**config.mk**
```make
export PLATFORM = sky130hd
export DESIGN_NAME = div8_restoring
export DESIGN_NICKNAME = d
export VERILOG_FILES = /design/src/rtl/div8_restoring.sv
export SDC_FILE = /design/constraint.sdc
export NUM_CORES = 1
export LEC_CHECK = 0
export CELL_PAD_IN_SITES_DETAIL_PLACEMENT = 1
export CELL_PAD_IN_SITES_GLOBAL_PLACEMENT = 1
export CORE_ASPECT_RATIO = 0.75
export CORE_MARGIN = 10
export CORE_UTILIZATION = 39
export CTS_BUF_LIST = sky130_fd_sc_hd__clkbuf_4 sky130_fd_sc_hd__clkbuf_8 sky130_fd_sc_hd__clkbuf_16
export DETAILED_ROUTE_END_ITERATION = 8
export PLACE_DENSITY = 0.78
export SYNTH_ARGS = -nofsm -noshare
export SYNTH_HDL_FRONTEND = slang
export SYNTH_SLANG_ARGS = --single-unit
```
**constraint.sdc**
```tcl
create_clock -name clk -period 3.2 [get_ports clk]
set_input_delay 0.64 -clock clk [delete_from_list [all_inputs] [get_ports clk]]
set_output_delay 0.64 -clock clk [all_outputs]
set_load 0.03 [all_outputs]
```
**src/rtl/div8_restoring.sv**
```systemverilog
// ----------------------------------------------------------------------------
// div8_restoring
//   Multi-cycle unsigned restoring divider. It produces one quotient bit per
//   clock, so a division takes WIDTH cycles. A zero divisor skips the
//   iteration and reports saturated results right away.
//
// Ports
//   clk          in   clock, rising edge
//   rst          in   asynchronous active-high reset
//   start        in   begin a division (only honoured in IDLE)
//   dividend     in   [WIDTH] unsigned numerator, sampled with start
//   divisor      in   [WIDTH] unsigned denominator, sampled with start
//   busy         out  division in progress
//   done         out  one-cycle pulse, results valid
//   quotient     out  [WIDTH] unsigned quotient (all ones on divide by zero)
//   remainder    out  [WIDTH] unsigned remainder (dividend on divide by zero)
//   div_by_zero  out  the sampled divisor was zero
// ----------------------------------------------------------------------------
module div8_restoring #(
    parameter int WIDTH = 8
) (
    input  logic             clk,
    input  logic             rst,
    input  logic             start,
    input  logic [WIDTH-1:0] dividend,
    input  logic [WIDTH-1:0] divisor,
    output logic             busy,
    output logic             done,
    output logic [WIDTH-1:0] quotient,
    output logic [WIDTH-1:0] remainder,
    output logic             div_by_zero
);

    localparam int CW = $clog2(WIDTH + 1);

    typedef enum logic [1:0] {
        IDLE = 2'd0,
        RUN  = 2'd1,
        DONE = 2'd2
    } state_t;

    state_t           r_state, w_state_nxt;
    logic [WIDTH-1:0] r_quo, w_quo_nxt;   // holds the dividend, shifted out as quotient bits shift in
    logic [WIDTH-1:0] r_rem, w_rem_nxt;   // partial remainder
    logic [WIDTH-1:0] r_dvs, w_dvs_nxt;   // latched divisor
    logic [CW-1:0]    r_cnt, w_cnt_nxt;   // iterations left
    logic             r_busy, w_busy_nxt;
    logic             r_done, w_done_nxt;
    logic             r_dbz,  w_dbz_nxt;

    logic [WIDTH:0]   w_shift;
    logic [WIDTH:0]   w_trial;
    logic             w_ge;

    // The partial remainder is always below the divisor, so the shifted value
    // is below 2*divisor. Hence the WIDTH+1 bit difference is exact whenever
    // it is non-negative, and its MSB is set exactly when it went negative.
    always_comb begin
        w_shift = {r_rem, r_quo[WIDTH-1]};
        w_trial = w_shift - {1'b0, r_dvs};
        w_ge    = ~w_trial[WIDTH];
    end

    always_comb begin
        w_state_nxt = r_state;
        w_quo_nxt   = r_quo;
        w_rem_nxt   = r_rem;
        w_dvs_nxt   = r_dvs;
        w_cnt_nxt   = r_cnt;
        w_busy_nxt  = r_busy;
        w_done_nxt  = r_done;
        w_dbz_nxt   = r_dbz;

        unique case (r_state)
            IDLE: begin
                w_done_nxt = 1'b0;
                if (start) begin
                    if (divisor != '0) begin
                        w_quo_nxt   = dividend;
                        w_dvs_nxt   = divisor;
                        w_rem_nxt   = '0;
                        w_cnt_nxt   = CW'(WIDTH);
                        w_dbz_nxt   = 1'b0;
                        w_busy_nxt  = 1'b1;
                        w_state_nxt = RUN;
                    end else begin
                        w_quo_nxt   = '1;
                        w_rem_nxt   = dividend;
                        w_dbz_nxt   = 1'b1;
                        w_done_nxt  = 1'b1;
                        w_state_nxt = DONE;
                    end
                end
            end
            RUN: begin
                w_quo_nxt = {r_quo[WIDTH-2:0], w_ge};
                w_rem_nxt = w_ge ? w_trial[WIDTH-1:0] : w_shift[WIDTH-1:0];
                w_cnt_nxt = r_cnt - CW'(1);
                if (r_cnt == CW'(1)) begin
                    w_done_nxt  = 1'b1;
                    w_busy_nxt  = 1'b0;
                    w_state_nxt = DONE;
                end
            end
            DONE: begin
                w_done_nxt  = 1'b0;
                w_state_nxt = IDLE;
            end
            default: begin
                w_busy_nxt  = 1'b0;
                w_done_nxt  = 1'b0;
                w_state_nxt = IDLE;
            end
        endcase
    end

    always_ff @(posedge clk or posedge rst) begin
        if (rst) begin
            r_state <= IDLE;
            r_quo   <= '0;
            r_rem   <= '0;
            r_dvs   <= '0;
            r_cnt   <= '0;
            r_busy  <= 1'b0;
            r_done  <= 1'b0;
            r_dbz   <= 1'b0;
        end else begin
            r_state <= w_state_nxt;
            r_quo   <= w_quo_nxt;
            r_rem   <= w_rem_nxt;
            r_dvs   <= w_dvs_nxt;
            r_cnt   <= w_cnt_nxt;
            r_busy  <= w_busy_nxt;
            r_done  <= w_done_nxt;
            r_dbz   <= w_dbz_nxt;
        end
    end

    assign busy        = r_busy;
    assign done        = r_done;
    assign quotient    = r_quo;
    assign remainder   = r_rem;
    assign div_by_zero = r_dbz;

endmodule

```
## Yosys cells after proc, flatten, opt, wreduce, memory -nomap -nowiden

Cells that the tools add are included.

- Register bits: 33
- Input port bits: 19
- Output and inout bits: 19
- Word-level logic and storage cells: 49

- Add/sub/neg operators: 2
- Eq/ne operators: 6
- Muxes and demuxes: 22
- Bitwise logic cells: 2
- Reduce and logical (&&, ||, !) cells: 9

Operator list:

| operator | number |
|---|---|
| $mux 8 | 5 |
| $pmux 8 s2 | 2 |
| $sub 9x8->9 | 1 |
| $mux 4 | 2 |
| $pmux 4 s2 | 1 |
| $reduce_bool 8->1 | 1 |
| $mux 1 | 6 |
| $mux 2 | 3 |
| $ne 2x2->1 const B | 3 |
| $reduce_and 2->1 | 3 |
| $reduce_and 3->1 | 2 |
| $eq 4x1->1 const B | 1 |
| $pmux 2 s2 | 1 |
| $reduce_and 4->1 | 1 |
| $sub 4x1->4 const B | 1 |
| $pmux 1 s3 | 1 |
| $eq 2x1->1 const B | 1 |
| $eq 2x2->1 const B | 1 |
| $logic_not 2->1 | 1 |
| $not 1->1 | 2 |
| $pmux 1 s2 | 1 |
| $reduce_bool 2->1 | 1 |

## Longest topological paths before layout

Gate-level depths: netlist (run 1).

- Word-level depth: 4
- Gate-level depth with buffers: 9
- Depth with buffers taken out: 9

## Least setup slack after synthesis (run 1)

No wires, ideal clock.

- Path kind: flip-flop to flip-flop
- Start: reg r_quo[7], in the netlist quotient[7]
- End: reg r_rem[0], in the netlist remainder[0]
- Setup time: 0.086 ns
- Arrival time: 2.502 ns
- Required time: 3.114 ns
- Slack: 0.612 ns
- Cell stages (with the launch flop): 10
- Buffers on the path: 0
- Clock period less this slack: 2.588 ns
- Path through: dfrtp_1 > inv_1 > ha_1 > fa_1 > nand2b_1 > a211oi_2 > mux2i_1 > nor2_4 > mux2_4 > o221ai_2

- Word-level cells in the longest chain between the ends: 3

RTL lines:

| element | RTL line | source |
|---|---|---|
| start: declaration | 43 | `logic [WIDTH-1:0] r_quo, w_quo_nxt;` |
| start signal: assignment | 129 | `r_quo <= w_quo_nxt;` |
| $sub 9x8->9 | 60 | `w_trial = w_shift - {1'b0, r_dvs};` |
| $mux 8 * | 97 | `w_rem_nxt = w_ge ? w_trial[WIDTH-1:0] : w_shift[WIDTH-1:0];` |
| $pmux 8 s2 * | 74 | `unique case (r_state)` |
| end signal: assignment | 130 | `r_rem <= w_rem_nxt;` |
| end: declaration | 44 | `logic [WIDTH-1:0] r_rem, w_rem_nxt;` |

Every way passes the cells marked *; elsewhere a longest branch is shown, timed or not.
A chain may end at the register's enable or synchronous reset.

## Worst setup path in the final report (run 1)

- Start: reg r_quo[7], in the netlist quotient[7]
- End: reg r_rem[1], in the netlist remainder[1]

- Word-level cells in the longest chain between the ends: 3

RTL lines:

| element | RTL line |
|---|---|
| $sub 9x8->9 | 60 |
| $mux 8 | 97 |
| $pmux 8 s2 | 74 |

No other way between the ends.

==> out/metrics.yaml, run 1 <==
die_h_um: 81.0
crit_type: "flip-flop to flip-flop"
grt_usage: 0.143
status: "finished clean"
finalNetCount: 281
fillers: 563
cts_tree: "built"
yosysUniqueCellTypes: 48
drt_iter0_drc: 74
finalCritPeriodShare: 0.817
crit_fanout: 9
boundaryPins: 38
drive_gt1_frac: 0.107
worstSetupEndpointType: "flip-flop"
max_freq_ghz: 0.383
synthTopCellsByArea: "dfrtp_1, ha_1, nor2_1"
clock_skew_ps: 5.14
max_slew_margin: 0.437
ctsResizeCount: 0
vias_per_cell: 5.42
die-area_um2: 8200
async_flop_share: 1.00
worst_setup_path_start_kind: "flip-flop"
drt_wl_total_mm: 5.72
drv_slew: 0
drc: 0
leakage_uw: 0.00108
drv_cap: 0
wl_per_cell_um: 18.3
cts_buffers: 5
worstMarginPinSlew_ps: 844
finalSetupTns_ps: 0
first_global_vias: 1805
syn_inst: 209
multiInputGateArea_um2: 1030
port_buffers: 37
ys.flop_type: "dfrtp_1"
ys_ff_latch: 33
cts_buffer_depth: 2
synth_top_area_frac: 0.427
antenna_found_initial: 0
ff2ff_setup_slack_ps: 590
gp_congestion: 0.791
postSynthAreaPerCell_um2: 9.25
peakVddDrop_mv: 0.683
hold_viol: 0
setup_violations: 0
first_pass_iters: 4
coreArea_um2: 4840
cts_root_buf: "clkbuf_8"
grt_start_max_net_pins: 22
clkLatencyLatePin_ps: 280
fin_cells: 312
worstPathArrival_ps: 2810
area_delta_synth_final_pct: 29.6
syn-num-nets: 239
rsz0062_at_grt: "no"
clk_pin_slew_ps: 70
synth_edf_count: 0
worstPathRequired_ps: 3390
ys_warn_count: 0
dpl.cell_count: 304
cts_sinks: 33
grt_pass1_wl_mm: 9.44
htreeDepth: 2
layout_min_cycle_time_ps: 2610
ant_nets: 0
initial_core_util: 0.399
n_antenna_cell: 0
vias: 1690
grt_overflow: 0
postCtsHoldBufs: 0
hpwl_mm: 4.40
yosysSeqAreaShare: 0.427
die_x_um: 101
hp-class: "flip-flop to flip-flop"
synth_area_um2: 1930
synth_top_cell_by_area: "dfrtp_1"
num_rows: 22
power_density_nw_per_um2: 1360
postCtsSetupRepairBufs: 0
area.sequential_um2: 826
==> layer usage <==
metal	global-route usage	wire [µm]	vias up
li1	-	-	834
met1	0.188	2790	825
met2	0.241	2700	27
met3	0.0322	202	4
met4	0.0208	25	0
met5	0	0	-
==> sequential cells by signal (all words and copies together), names as in the netlist <==
name,count
r_cnt,4
r_dvs,8
quotient,8
remainder,8
done,1
div_by_zero,1
r_state,2
busy,1
==> worst max-delay path: stages (launching register included) <==
cell and delay [ps]:
dfrtp_1 370, inv_1 70, ha_1 220, fa_1 400, nand2b_1 210, a211oi_2 220
mux2i_1 380, nor2_4 140, mux2_1 340, o22ai_1 160
==> report_power, final <==
group          switching (µW)  internal [µW]  total [µW]  leakage [µW]
registers                 174            624         798      0.000402
logic                    1270            904        2180      0.000611
clock network             162            263         425     0.0000619
total                    1610           1790        3400       0.00108
==> worst paths after layout <==
check | depth (start not counted) | from | endpoint
max | 9 | quotient[7]$_DFFE_PP0P_ | remainder[1]$_DFFE_PP0P_
min | 1 | div_by_zero$_DFFE_PP0P_ | div_by_zero$_DFFE_PP0P_
max reg2reg | 9 | quotient[7]$_DFFE_PP0P_ | remainder[1]$_DFFE_PP0P_
min reg2reg | 1 | div_by_zero$_DFFE_PP0P_ | div_by_zero$_DFFE_PP0P_
max in group asynchronous | 3 | rst | r_dvs[1]$_DFFE_PP0P_
min in group asynchronous | 2 | rst | quotient[4]$_DFFE_PP0P_
==> final cells by class <==
class                   instances  area share
inverters                      14      0.0210
repair buffers                 41       0.160
multi-input cells             156       0.412
well taps                      60      0.0300
flip-flops and latches         33       0.330
clock inverters                 1      0.0120
clock buffers                   7      0.0360
==> through the flow <==
stage           util  setup slack, ps  cell area (µm²)  total power [µW]  hold slack, ps
3_5_place_dp   0.492              625             2380              2960             501
4_1_cts        0.517              571             2500              3430             518
6_report       0.517              587             2500              3400             513
5_1_grt        0.517              461             2500              3680             551
3_3_place_gp   0.492              662             2380              2900             498
2_1_floorplan      -              612             1930              2310             485
==> cell usage after synthesis (2+ instances only) <==
library cell and count:
dfrtp_1 33, nor2_1 20, nand2_1 18, o21ai_0 15, a21oi_1 14, inv_1 14, o22ai_1 11, ha_1 10
mux2i_1 6, o21ai_1 6, clkbuf_1 5, nand2b_1 5, nor3_1 5, nand3_1 3, o21a_1 3, and3_1 2
mux2_2 2, nor2_4 2, nor2b_1 2, o21ai_2 2, o21bai_1 2, o31a_1 2, xnor2_1 2
==> cells by family (layout without fill, tap and decap cells) <==
| logic type | Yosys count | count (layout) | share of synthesized area |
|---|---|---|---|
| buffers and inverters | 20 | 63 | 0.0395 |
| AOI/OAI and AO/OA | 65 | 65 | 0.214 |
| and+or+nand+nor | 67 | 67 | 0.175 |
| muxes | 10 | 10 | 0.0563 |
| DFF | 33 | 33 | 0.427 |
| xor gates and xnor gates | 3 | 3 | 0.0136 |
| adders and majority gates | 11 | 11 | 0.0751 |
==> cells in the final DEF, fill, tap and decap left out, drive strengths merged, types with 2 or more instances in the layout <==
cell type / Yosys / final
ha: 10 / 10
o31a: 2 / 2
nand2b: 5 / 5
nor3: 5 / 5
o22ai: 11 / 11
o21ai: 23 / 23
clkbuf: 5 / 7
nand2: 19 / 19
dfrtp: 33 / 33
o21bai: 2 / 2
or4: 2 / 2
a21oi: 15 / 15
inv: 14 / 14
xnor2: 2 / 2
nor2: 23 / 23
o21a: 3 / 3
a211oi: 2 / 2
buf: 1 / 4
o221ai: 2 / 2
and3: 2 / 2
clkdlybuf4s50: 0 / 37
nor2b: 2 / 2
nand3: 3 / 3
mux2i: 6 / 6
mux2: 4 / 4
or2: 3 / 3
Power figures use the tool's default switching activity.
==> run 2, diff against run 1 <==
Clock period 3.2 ns to 2.62 ns, I/O delays scaled along.
==> run 2 against run 1 <==
  * Count of clock-buffer cells in the layout down 2
  * Sequential cell count unchanged
  * Sequential share of layout area down 1.0 points
  * Register-to-register slack worse by 420 ps
  * Design area up 3.1%
  * Critical path type unchanged
  * Clock power down 16%
  * Power up 25%
  * Sequential power up 22%
  * Critical endpoint is now remainder[5]$_DFFE_PP0P_
  * Worst setup slack worse by 420 ps
  * Utilization up 1.6 points
  * Cell count up 3.2%
==> out/metrics.yaml, run 2 (synthesis gave the netlist of run 1 again) <==
worst-path-buf-inv: 1  # unchanged
setup_violations: 0  # unchanged
grt_overflow: 0  # unchanged
drc: 0  # unchanged
swShare: 0.482  # was 0.473
peakVddDrop_mv: 0.803  # was 0.683 mV
whs_endpoint: "div_by_zero$_DFFE_PP0P_"  # unchanged
port_buffers: 37  # unchanged
wl_per_cell_um: 18.2  # was 18.3 µm
pwr-share-seq: 0.229  # was 0.235
max_stage_delay_ps: 360  # was 400 ps
grt_start_max_net_pins: 34  # was 22
die-area_um2: 8200  # unchanged
status: "finished clean"  # unchanged
antenna_found_initial: 0  # unchanged
vias_per_cell: 5.43  # was 5.42
crit_type: "flip-flop to flip-flop"  # unchanged
power_density_nw_per_um2: 1650  # was 1360 nW/µm²
pwr-share-clk: 0.084  # was 0.125
max_slew_margin: 0.237  # was 0.437
initial_core_util: 0.399  # unchanged
hpwl_mm: 4.38  # was 4.40 mm
clk_pin_slew_ps: 70  # about the same
p_comb_frac: 0.686  # was 0.641
cts_tree: "built"  # unchanged
cts_root_buf: "clkbuf_8"  # unchanged
worst_setup_path_start_kind: "flip-flop"  # unchanged
final_cell_mix: "clkdlybuf4s50_1, dfrtp_1, nor2_1"  # unchanged
first_pass_iters: 4  # unchanged
n_antenna_cell: 0  # unchanged
cts_sinks: 33  # unchanged
clock_skew_ps: 1.69  # was 5.14 ps
max_freq_ghz: 0.408  # was 0.383 GHz
reg2reg_from: "quotient[7]$_DFFE_PP0P_"  # unchanged
drv_slew: 0  # unchanged
boundaryPins: 38  # unchanged
clkLatencyLatePin_ps: 290  # was 280 ps
postCtsHoldBufs: 0  # unchanged
cts_buffers: 5  # unchanged
coreArea_um2: 4840  # unchanged
drt_iter0_drc: 93  # was 74
drive_gt1_frac: 0.156  # was 0.107
crit_fanout: 5  # was 9
p_sw_uw: 2050  # was 1610 µW
cp_slowest_cell: "dfrtp_1"  # was fa_1
worstPathArrival_ps: 2680  # was 2810 ps
power.internal_uw: 2200  # was 1790 µW
path_delay_family: "simple AND/OR/NAND/NOR gates"  # was multiplexers
finalNetCount: 293  # was 281
ant_nets: 0  # unchanged
vias: 1748  # was 1,690
holdPathStages: 1  # unchanged
die_h_um: 81.0  # unchanged
drt_wl_total_mm: 5.87  # was 5.72 mm
worstSetupEndpointType: "flip-flop"  # unchanged
finalSetupTns_ps: 0  # unchanged
htreeDepth: 2  # unchanged
worstMarginPinSlew_ps: 1140  # was 844 ps
layout_min_cycle_time_ps: 2450  # was 2610 ps
finalHoldWorstSlack_ps: 512  # was 513 ps
ff2ff_setup_slack_ps: 170  # was 590 ps
final_common_cell: "clkdlybuf4s50_1"  # unchanged
leakage_uw: 0.00112  # was 0.00108 µW
area_delta_synth_final_pct: 33.7  # was 29.6%
crit_chain: "inv_1 > ha_1 > fa_2 > nand2b_4 > a211oi_4 > mux2i_4 > nor2_4 > nor4b_2 > a311o_1"  # was inv_1 > ha_1 > fa_1 > nand2b_1 > a211oi_2 > mux2i_1 > nor2_4 > mux2_1 > o22ai_1
regToRegEndpoint: "remainder[5]$_DFFE_PP0P_"  # was remainder[1]$_DFFE_PP0P_
die_x_um: 101  # unchanged
grt_usage: 0.150  # was 0.143
rsz0062_at_grt: "no"  # unchanged
hp-class: "flip-flop to flip-flop"  # unchanged
worst_r2r_path_depth: 9  # unchanged
hold_viol: 0  # unchanged
finalCritPeriodShare: 0.936  # was 0.817
worstPathRequired_ps: 2850  # was 3390 ps
drv_cap: 0  # unchanged
first_global_vias: 1836  # was 1,805
num_rows: 22  # unchanged
cts_buffer_depth: 2  # unchanged
gp_congestion: 0.793  # was 0.791
min-delay-start: "div_by_zero$_DFFE_PP0P_"  # unchanged
grt_pass1_wl_mm: 9.65  # was 9.44 mm
==> run 2: changes by cell type in the layout (fill, tap and decap cells not counted), sizes merged <==
cell / previous run / this run
clkbuf: 7 / 5
clkinv: 0 / 1
bufinv: 1 / 0
nor2: 23 / 24
buf: 4 / 15
==> run 2: worst reg2reg max path: cells and delay by family, from the launching register on <==
family	cells	cell delay [ps]
simple gates	3	590
fa+ha+maj	2	590
compound gates	2	410
flops	1	360
mux	1	350
buf+inv	1	80
==> run 2: power groups by stage <==
stage	Clock, µW	Sequential (µW)	Combinational (µW)
floorplan	0	1190	1620
global placement	0	969	2580
detailed placement	0	979	2650
CTS	375	974	2750
global route	400	1010	3200
finish	359	975	2920
==> run 2: through the flow <==
| step | cells | total power, µW | cell area, µm² | worst slack (ps) | util |
|---|---|---|---|---|---|
| 2_1_floorplan | 209 | 2820 | 1930 | 31.9 | - |
| 3_3_place_gp | 311 | 3550 | 2440 | -75.1 | 0.503 |
| 3_5_place_dp | 311 | 3630 | 2440 | -105 | 0.503 |
| 4_1_cts | 318 | 4100 | 2540 | 20.7 | 0.524 |
| 5_1_grt | 322 | 4610 | 2580 | 15.9 | 0.533 |
| 6_report | 322 | 4250 | 2580 | 167 | 0.533 |
==> run 2: repair_timing <==
item,in CTS,in global routing
buffers inserted,1,3
setup endpoints to repair,3,8
pin swaps,1,2
gates resized for setup,3,3
gates cloned,0,1
endpoints found under the hold margin,0,0
==> run 2: final cells by class <==
class                   count  area [µm²]
fillers                   566        2260
multi-input cells         157        1070
flip-flops and latches     33         826
repair buffers             52         483
well taps                  60        75.1
clock buffers               5        68.8
inverters                  14        52.6
clock inverters             1        5.00
==> run 2: per-layer routing <==
layer | GRT usage | share of wire
met1 | 0.196 | 0.47
met2 | 0.232 | 0.47
met3 | 0.0483 | 0.047
met4 | 0.0417 | 0.012
met5 | 0 | 0
==> run 2: worst max path at each step <==
stage,slack [ps],to,cells after the start,startpoint
after floorplan,30,remainder[0]$_DFFE_PP0P_,9,quotient[7]$_DFFE_PP0P_
after global routing,20,remainder[0]$_DFFE_PP0P_,9,quotient[7]$_DFFE_PP0P_
final,170,remainder[5]$_DFFE_PP0P_,9,quotient[7]$_DFFE_PP0P_
after detailed placement,-110,remainder[5]$_DFFE_PP0P_,9,quotient[7]$_DFFE_PP0P_
after global placement,-80,remainder[5]$_DFFE_PP0P_,9,quotient[7]$_DFFE_PP0P_
after CTS,20,remainder[1]$_DFFE_PP0P_,9,quotient[7]$_DFFE_PP0P_
==> run 3, diff against run 2 <==
Settings changed: CORE_UTILIZATION 39 to 35, PLACE_DENSITY 0.78 to 0.73.
Clock period 2.62 ns to 2 ns, I/O delays scaled along.
==> run 3 against run 2 <==
  * The run now ends with setup timing left
  * Clock power increased by 40%
  * Register-to-register slack got worse by 430 ps
  * Design area is 13% higher
  * Routed wire length up 11%
  * Cell count increased by 15%
  * Hold slack got worse by 7.3 ps
  * Die area up 8.8%
  * Critical endpoint is now remainder[2]$_DFFE_PP0P_
==> out/metrics.yaml, run 3 (synthesis gave the netlist of run 1 again) <==
coreArea_um2: 5350  # was 4840 µm²
first_global_vias: 2038  # was 1,836
die_h_um: 84.4  # was 81.0 µm
clkLatencyLatePin_ps: 290  # about the same
hpwl_mm: 5.04  # was 4.38 mm
worst_setup_path_start_kind: "flip-flop"  # unchanged
first_pass_iters: 4  # unchanged
violations: "setup timing"
p_sw_uw: 2940  # was 2050 µW
status: "finished with violations"  # was finished clean
finalHoldWorstSlack_ps: 505  # was 512 ps
fillers: 641  # was 566
area.sequential_um2: 828  # was 826 µm²
htreeDepth: 2  # unchanged
regToRegEndpoint: "remainder[2]$_DFFE_PP0P_"  # was remainder[5]$_DFFE_PP0P_
boundaryPins: 38  # unchanged
swShare: 0.457  # was 0.482
crit_fanout: 5  # unchanged
clk_pin_slew_ps: 70  # about the same
busiest_layer: "met2"  # unchanged
use_met1: 0.189  # was 0.196
worstSetupEndpointType: "flip-flop"  # unchanged
ff2ff_setup_slack_ps: -260  # was 170 ps
use_met3: 0.0435  # was 0.0483
vias_per_cell: 5.03  # was 5.43
fin_util: 0.545  # was 0.533
die-area_um2: 8930  # was 8200 µm²
postCtsHoldBufs: 0  # unchanged
final_common_cell: "buf_4"  # was clkdlybuf4s50_1
fin_cells: 371  # was 322
max_slew_margin: 0.589  # was 0.237
drive_gt1_frac: 0.287  # was 0.156
cts_sinks: 33  # unchanged
power_density_nw_per_um2: 2210  # was 1650 nW/µm²
cts_tree: "built"  # unchanged
setup_violations: 9  # was 0
grt_usage: 0.145  # was 0.150
finalNetCount: 325  # was 293
final_cell_mix: "buf_4, clkdlybuf4s50_1, dfrtp_1"  # was clkdlybuf4s50_1, dfrtp_1, nor2_1
worstSetupEndpoint: "remainder[2]$_DFFE_PP0P_"  # was remainder[5]$_DFFE_PP0P_
grt_start_max_net_pins: 34  # unchanged
fin_ws_ps: -265  # was 167 ps
n_antenna_cell: 0  # unchanged
vias: 1867  # was 1,748
num_rows: 23  # was 22
worst_r2r_path_depth: 10  # was 9
grt_overflow: 0  # unchanged
pwr-share-clk: 0.078  # was 0.084
dpl.cell_count: 359  # was 311
drv_cap: 0  # unchanged
cts_root_buf: "clkbuf_8"  # unchanged
worstMarginPinSlew_ps: 611  # was 1140 ps
port_buffers: 37  # unchanged
hp-class: "input pin to asynchronous set/reset pin"  # was flip-flop to flip-flop
drt_wl_total_mm: 6.48  # was 5.87 mm
die_x_um: 106  # was 101 µm
grt_pass1_wl_mm: 10.6  # was 9.65 mm
leakage_uw: 0.00130  # was 0.00112 µW
worstPathRequired_ps: 2200  # was 2850 ps
grt_use_met2: 0.228  # was 0.232
ant_nets: 0  # unchanged
pwr-share-seq: 0.192  # was 0.229
antenna_found_initial: 0  # unchanged
layout_min_cycle_time_ps: 2260  # was 2450 ps
reg2reg_from: "quotient[7]$_DFFE_PP0P_"  # unchanged
max_freq_ghz: 0.442  # was 0.408 GHz
initial_core_util: 0.361  # was 0.399
crit_type: "flip-flop to flip-flop"  # unchanged
finalCritPeriodShare: 1.13  # was 0.936
drv_slew: 0  # unchanged
drc: 0  # unchanged
drt_iter0_drc: 67  # was 93
rsz0062_at_grt: "yes"  # was no
cts_buffer_depth: 2  # unchanged
crit_path_start: "quotient[7]$_DFFE_PP0P_"  # unchanged
worstPathArrival_ps: 2470  # was 2680 ps
area_delta_synth_final_pct: 50.8  # was 33.7%
peakVddDrop_mv: 0.771  # was 0.803 mV
hold_viol: 0  # unchanged
cts_buffers: 5  # unchanged
multiInputGateArea_um2: 1110  # was 1070 µm²
wl_per_cell_um: 17.5  # was 18.2 µm
p_comb_frac: 0.730  # was 0.686
power.internal_uw: 3500  # was 2200 µW
gp_congestion: 0.863  # was 0.793
clock_skew_ps: 7.53  # was 1.69 ps
==> run 3: changes by cell type in the layout (fill, tap and decap cells not counted), moves of 2 or more <==
cell     before  now
ha_1         10    8
o21ai_0      15   11
o21ai_1       6   10
dfrtp_2       0    2
buf_4        15   47
dfrtp_1      33   31
==> run 3: how the worst min path moves through the flow <==
stage,startpoint,endpoint,slack [ps],cells past startpoint
after floorplan,r_cnt[0]$_DFFE_PP0P_,r_cnt[0]$_DFFE_PP0P_,490,1
after global placement,quotient[2]$_DFFE_PP0P_,quotient[2]$_DFFE_PP0P_,490,2
after detailed placement,div_by_zero$_DFFE_PP0P_,div_by_zero$_DFFE_PP0P_,500,1
after CTS,rst,r_cnt[1]$_DFFE_PP0P_,520,3
after global routing,rst,quotient[5]$_DFFE_PP0P_,540,3
final,rst,quotient[3]$_DFFE_PP0P_,510,3
==> run 3: repair_timing <==
action                                  4_1_cts  5_1_grt
setup buffers                                 4        2
gates resized for setup                       3        9
endpoints found under the setup margin       10       14
pin swaps                                     2        4
==> run 3: per-layer routing <==
layer,vias to the layer above,share of wire
li1,923,-
met2,36,0.47
met5,-,0
met1,899,0.47
met3,9,0.051
met4,0,0.013
==> run 3: worst max-delay path, stage by stage, from the launching register on <==
cell and delay, ps:
dfrtp_2 370, inv_2 60, ha_4 160, fa_2 330, nand2b_4 160, a211oi_4 220
mux2i_2 310, nor2_4 110, buf_12 150, mux2i_1 120, o22ai_1 190
==> run 3: power by group through the flow <==
stage | sequential, µW | combinational (µW) | clock [µW]
floorplan | 1580 | 2240 | 0
global placement | 1230 | 4270 | 0
detailed placement | 1250 | 4400 | 0
CTS | 1240 | 4540 | 512
global route | 1280 | 5120 | 550
finish | 1240 | 4700 | 504
==> run 3: stage by stage <==
step	worst slack (ps)	total power, µW	instance area (µm²)	TNS (ps)
after floorplan	-363	3810	1970	-2000
after global placement	-303	5500	2750	-5810
after detailed placement	-327	5650	2750	-6570
after global routing	-371	6950	2920	-2750
final	-265	6440	2920	-1990
after CTS	-255	6290	2880	-1950
==> run 3: cell type report <==
class	instances	share of cell area
inverter	14	0.0180
clock buffer	5	0.0236
timing repair buffer	85	0.255
sequential	33	0.284
clock inverter	3	0.00601
multi-input combinational	156	0.381
tap	75	0.0322
